===== src/rtl/exc_ctrl.sv =====
// rtl/exc_ctrl.sv - exception controller: ELR/ESR ownership, PC redirect, MRS read path
// Optional EXC_COUNT_EN adds a saturating 16-bit exception-entry counter at mrs_sel=10.
module exc_ctrl #(
  parameter logic [63:0] EXC_VECTOR = 64'h0000_0000_0000_00D8,
  parameter int          ESR_W      = 4
) (
  input  logic             clk,
  input  logic             reset,
  input  logic             NotAnInstr,
  input  logic             ERet,
  input  logic             ExtIRQ,
  input  logic [63:0]      pc_in,
  input  logic [1:0]       mrs_sel,
  output logic             EProc,
  output logic [63:0]      exc_vector,
  output logic             ERetTaken,
  output logic [63:0]      ELR,
  output logic [ESR_W-1:0] ESR,
  output logic             ExcAck,
  output logic             InHandler,
  output logic             Halted,
  output logic [63:0]      sysreg_out
);

  typedef enum logic [1:0] {IDLE = 2'd0, HANDLER = 2'd1, FAULT = 2'd2} state_t;

  state_t           state, state_nxt;
  logic [63:0]      elr_nxt;
  logic [ESR_W-1:0] esr_nxt;
  logic             ack_nxt;
  logic             entry;

  assign exc_vector = EXC_VECTOR;
  assign InHandler  = (state == HANDLER);
  assign Halted     = (state == FAULT);

  always_comb begin
    state_nxt = state;
    elr_nxt   = ELR;
    esr_nxt   = ESR;
    ack_nxt   = 1'b0;
    entry     = 1'b0;
    EProc     = 1'b0;
    ERetTaken = 1'b0;
    case (state)
      IDLE: begin
        // Priority: invalid instruction, then illegal ERET, then interrupt.
        if (NotAnInstr || ERet || ExtIRQ) begin
          EProc     = 1'b1;
          entry     = 1'b1;
          elr_nxt   = pc_in;
          state_nxt = HANDLER;
          esr_nxt   = '0;
          if (NotAnInstr)  esr_nxt[1] = 1'b1;
          else if (ERet)   esr_nxt[2] = 1'b1;
          else begin
            esr_nxt[0] = 1'b1;
            ack_nxt    = 1'b1;
          end
        end
      end
      HANDLER: begin
        // Double fault outranks a return; IRQs stay pending until IDLE.
        if (NotAnInstr) begin
          esr_nxt[3] = 1'b1;
          state_nxt  = FAULT;
        end else if (ERet) begin
          ERetTaken = 1'b1;
          state_nxt = IDLE;
        end
      end
      default: state_nxt = FAULT;
    endcase
  end

  always_ff @(posedge clk) begin
    if (!reset) begin
      state  <= IDLE;
      ELR    <= '0;
      ESR    <= '0;
      ExcAck <= 1'b0;
    end else begin
      state  <= state_nxt;
      ELR    <= elr_nxt;
      ESR    <= esr_nxt;
      ExcAck <= ack_nxt;
    end
  end

`ifdef EXC_COUNT_EN
  logic [15:0] exc_cnt;

  always_ff @(posedge clk) begin
    if (!reset)                            exc_cnt <= '0;
    else if (entry && exc_cnt != 16'hFFFF) exc_cnt <= exc_cnt + 16'd1;
  end

  always_comb begin
    case (mrs_sel)
      2'b00:   sysreg_out = ELR;
      2'b01:   sysreg_out = {{(64-ESR_W){1'b0}}, ESR};
      2'b10:   sysreg_out = {48'd0, exc_cnt};
      default: sysreg_out = 64'd0;
    endcase
  end
`else
  logic unused_entry;
  assign unused_entry = entry;

  always_comb begin
    case (mrs_sel)
      2'b00:   sysreg_out = ELR;
      2'b01:   sysreg_out = {{(64-ESR_W){1'b0}}, ESR};
      default: sysreg_out = 64'd0;
    endcase
  end
`endif

endmodule


===== config.mk =====
export PLATFORM = sky130hd
export DESIGN_NAME = exc_ctrl
export DESIGN_NICKNAME = d
export VERILOG_FILES = /design/src/rtl/exc_ctrl.sv
export SDC_FILE = /design/constraint.sdc
export NUM_CORES = 1
export LEC_CHECK = 0
export ABC_CLOCK_PERIOD_IN_PS = 3200
export CAP_MARGIN = 10
export CORE_AREA = 2 2 106 108
export CTS_BUF_LIST = sky130_fd_sc_hd__clkbuf_8 sky130_fd_sc_hd__clkbuf_16
export CTS_CLUSTER_DIAMETER = 120
export DETAILED_ROUTE_END_ITERATION = 8
export DIE_AREA = 0 0 108 110
export PLACE_DENSITY_LB_ADDON = 0.12
export SYNTH_ARGS = -nofsm -noshare
export SYNTH_HDL_FRONTEND = slang
export SYNTH_SLANG_ARGS = --single-unit

===== constraint.sdc =====
create_clock -name clk -period 3.2 [get_ports clk]
set_input_delay 0.64 -clock clk [delete_from_list [all_inputs] [get_ports clk]]
set_output_delay 0.64 -clock clk [all_outputs]
set_load 0.02 [all_outputs]

## Word level (Yosys, flattened, before mapping)

Index checks and enable logic that the tools add are counted.

| word-level totals | value |
|---|---|
| bits in registers | 71 |

| cells by class | value |
|---|---|
| multiplexer cells | 16 |
| reduce and logical (&&, ||, !) cells | 9 |
| equal/unequal tests | 6 |

Operators with widths:

| operator | number |
|---|---|
| 64-bit case mux with 2 select lines | 1 |
| 1-bit two-way mux | 9 |
| 2-bit two-way mux | 3 |
| 3-bit AND reduction | 2 |
| 2-bit by 1-bit == test with 1-bit output, second input constant | 2 |
| 2-bit zero test | 2 |
| 4-bit two-way mux | 1 |
| 2-bit inequality test, second input constant | 2 |
| 2-bit case mux with 2 select lines | 1 |
| 2-bit AND reduction | 2 |
| 3-bit inequality test, second input constant | 1 |
| 2-bit == test, second input constant | 1 |
| 1-bit logical OR | 2 |
| 1-bit case mux with 2 select lines | 1 |
| 2-bit nonzero test | 1 |

## Depth between registers and ports, before layout

| depth | value |
|---|---|
| depth after elaboration | 4 |
| mapped depth | 6 |
| mapped depth without buffers | 3 |

## Worst setup path before layout

OpenSTA, ideal clock, no wires.

| timing | value |
|---|---|
| path type | input to output |
| start point | input port mrs_sel[0] |
| end point | output port sysreg_out[10] |
| arrival | 1.512 ns |
| data required time | 2.560 ns |
| stages | 4 |
| path slack | 1.048 ns |
| path through | clkbuf_1 > nor2_1 > clkbuf_1 > and2_1 |

| on the way | value |
|---|---|
| cells in the longest elaborated chain, start to end | 2 |
| elaborated cells between the ends (all ways) | 3 |
| those cells by class | eq/ne: 1; mux: 1; reduce/logical: 1 |

RTL lines:

| item | line | source |
|---|---|---|
| from (decl) | 13 | `input logic [1:0] mrs_sel,` |
| 2-bit by 1-bit == test with 1-bit output / 2-bit zero test (equally long branches) | 111 | `case (mrs_sel)` |
| 64-bit case mux with 2 select lines (*) | 111 |  |
| to (decl) | 22 | `output logic [63:0] sysreg_out` |

Every way passes the cells marked *; elsewhere a longest branch is shown, timed or not.

## Final worst setup path

| timing | value |
|---|---|
| start point | input port mrs_sel[1] |
| end point | output port sysreg_out[36] |

Same word-level chain as after synthesis.

==> results.sh <==
export IMPL_switching_power_w=0.000838
export IMPL_place_congestion=0.733
export IMPL_viasPerCell=4.20
export IMPL_syn_cell_area_sq_mm=0.00375
export IMPL_die_h_microns=110
export IMPL_clkPwrFrac=0.273
export IMPL_clock_sinks=71
export IMPL_drc_errors=0
export IMPL_io_buffers=207
export IMPL_grt_overflow=0
export IMPL_yosys_area_share_adder=0
export IMPL_initial_core_util=0.350
export IMPL_syn_inst=453
export IMPL_fin_crit_sh=0.925
export IMPL_crit_path_end_kind="primary output"
export IMPL_fin_area_sq_mm=0.00586
export IMPL_r2r_cells=5
export IMPL_core_sq_mm=0.0107
export IMPL_rsz0062_at_grt="no"
export IMPL_fin_crit_ps=2960
export IMPL_layout_drive_gt1_share=0.0340
export IMPL_finalNetCount=714
export IMPL_cap_violations=0
export IMPL_yosysWarnings=0
export IMPL_rows=38
export IMPL_grt_pass1_vias=3020
export IMPL_grt_antenna_before_repair=0
export IMPL_grt_pass1_wl_microns=15100
export IMPL_rr_endpoint="ELR[19]"
export IMPL_synthXorXnorAreaFrac=0
export IMPL_cts_root_buf="clkbuf_8"
export IMPL_ant_nets=0
export IMPL_vdd_drop_max_mv=0.231
export IMPL_relSlewSlack=0.503
export IMPL_reg2reg_setup_slack_ps=1040
export IMPL_p_int_w=0.00174
export IMPL_synth_compound_area_frac=0.0150
export IMPL_htree_levels=3
export IMPL_yosysTopAreaCell="dfxtp_1"
export IMPL_timing_rr_start="state[0]"
export IMPL_cts_path_max_buffers=2
export IMPL_crit_fanout=60
export IMPL_seqPwrFrac=0.405
export IMPL_yosysTopAreaCellShare=0.379
export IMPL_seq_area_frac_synth=0.379
export IMPL_total_power_w=0.00258
export IMPL_grt_max_degree=78
export IMPL_post_cts_buffers=0
export IMPL_drtIter0Drc=107
export IMPL_ys_flop_type="dfxtp_1"
export IMPL_synthSimpleGateAreaFrac=0.252
export IMPL_synthMuxAreaShare=0.182
export IMPL_crit_path_top_delay_cell="clkdlybuf4s50_1"
export IMPL_cts_made_buffers=9
export IMPL_crit_start="mrs_sel[1]"
export IMPL_dieArea_sq_mm=0.0119
export IMPL_synth_edf_count=0
export IMPL_insertion_delay_ps=330
export IMPL_areaGrowthSynthToFinish_pct=56.3
export IMPL_setup_violations=0
export IMPL_synth_area_leaders="dfxtp_1 (38%), mux2i_1 (18%), nand2_1 (13%)"
export IMPL_grtUsageTotal=0.163
export IMPL_power_share_switching=0.325
export IMPL_p_leak_nw=2.56
export IMPL_endpoint="sysreg_out[36]"
export IMPL_n_antenna_cell=0
export IMPL_dpl_instance_area_sq_mm=0.00567
export IMPL_placedCellCount=772
export IMPL_ys_ff_latch=71
export IMPL_status="finished clean"
export IMPL_hold_slack_ps=469
export IMPL_die_w_microns=108
export IMPL_cts_repair_resized=0
export IMPL_clk_pin_slew_ps=70
export IMPL_hold_viol=0
export IMPL_synth_distinct_cells=25
export IMPL_drtPass1Iterations=4
export IMPL_synth_avg_cell_area_sq_um=8.28
export IMPL_required_ps=2560
export IMPL_cts_tree="built"
export IMPL_critPathKind="in -> out"
export IMPL_hold_class="reg -> reg"
export IMPL_dp_hpwl_microns=7430
export IMPL_critical_path_arrival_ps=2320
export IMPL_synth_top_family_by_area="simple AND/OR/NAND/NOR gates"
export IMPL_async_flop_share=0
export IMPL_max_stage_delay_ps=600
export IMPL_yosys_cell_count_top_type="nand2_1"
export IMPL_wl_microns=10200
export IMPL_pwr_density_cell_mw_per_mm2=440
export IMPL_final_cells=788
export IMPL_fin_tns_setup_ps=0
export IMPL_max_clock_freq_mhz=338
export IMPL_ctsHoldBuffers=0
export IMPL_wl_per_cell_microns=12.9
export IMPL_cp_start_kind="input port"
export IMPL_pin_count=272
export IMPL_skew_ps=10.8
export IMPL_cp_cell_sequence="clkdlybuf4s50_1 -> nor2_4 -> buf_12 -> and2_1 -> clkdlybuf4s50_1"
export IMPL_num_vias=3307
export IMPL_comb_power_share=0.322
export IMPL_synth_common_cells="nand2_1 (132), dfxtp_1 (71), mux2i_1 (68)"
export IMPL_slew_viol_final=0
export IMPL_worst_pin_slew_ps=745
export IMPL_crit_top_cell="clkdlybuf4s50_1"
-- per-layer routing --
layer	vias to the layer above	part of all wire	global-route usage
li1	1679	-	-
met1	1465	0.43	0.196
met3	8	0.089	0.0547
met5	-	0	0
met2	155	0.47	0.273
met4	0	0.0093	0.0586
-- cell type report --
type	count	area (sq um)
clock inverter	6	52.6
sequential	71	1420
clock buffer	10	138
fill	1020	4840
tap	140	175
multi-input combinational	347	1930
timing repair buffer	212	2130
inverter	2	7.51
-- critical path: cells and delay by family --
family,cells,cell delay [ps]
buffers and inverters,3,1330
AND/OR/NAND/NOR,2,330
-- sequential cells by signal (all words and copies together), names as in the netlist --
signal / cells
ELR: 64
ESR: 4
state: 2
ExcAck: 1
-- worst min-delay path by stage --
stage	from	endpoint	depth (start not counted)
floorplan	state[1]	ESR[1]	1
global placement	ELR[8]	ELR[8]	2
detailed placement	ELR[8]	ELR[8]	2
CTS	ELR[8]	ELR[8]	2
global route	ELR[57]	ELR[57]	2
finish	ELR[20]	ELR[20]	2
-- cells by family (layout without fill, tap and decap cells) --
logic type,count (synthesis),count (layout)
buffers and inverters,97,230
other,2,64
flip-flops,71,71
AND/OR/NAND/NOR,207,207
AO/OA/AOI/OAI,8,8
multiplexers,68,68
-- cell usage in the layout (no fill, tap or decap) --
master / synthesis / layout
clkdlybuf4s50_1: 0 / 206
nand2_1: 132 / 132
dfxtp_1: 71 / 71
mux2i_1: 68 / 68
conb_1: 2 / 64
and2_1: 60 / 60
clkbuf_8: 0 / 10
nor2_1: 8 / 7
inv_1: 2 / 4
buf_4: 64 / 4
clkinv_2: 0 / 3
nor2b_1: 2 / 2
buf_12: 0 / 2
o31a_2: 0 / 1
nand2b_1: 1 / 1
nor2_4: 0 / 1
nor3b_1: 1 / 1
o32ai_1: 1 / 1
nand4_1: 1 / 1
o21ai_1: 1 / 1
nor3_1: 1 / 1
o21a_1: 1 / 1
a21oi_1: 1 / 1
o22ai_1: 1 / 1
o31ai_1: 1 / 1
nand3b_1: 1 / 1
a21boi_0: 1 / 1
bufinv_16: 0 / 1
-- per-stage QoR --
stage | util | worst slack [ps]
2_1_floorplan | - | 1050
4_1_cts | 0.548 | 217
6_report | 0.548 | 241
3_3_place_gp | 0.530 | 263
5_1_grt | 0.548 | 122
3_5_place_dp | 0.530 | 220
-- power groups by stage --
stage / sequential (W) / combinational [W] / clock, W
after floorplan: 0.00116 / 0.000423 / 0
after global routing: 0.00106 / 0.000889 / 0.000775
after CTS: 0.00105 / 0.000838 / 0.000734
final: 0.00105 / 0.000829 / 0.000704
after global placement: 0.00106 / 0.000828 / 0
after detailed placement: 0.00107 / 0.000836 / 0
(Power assumes the default switching activity.)
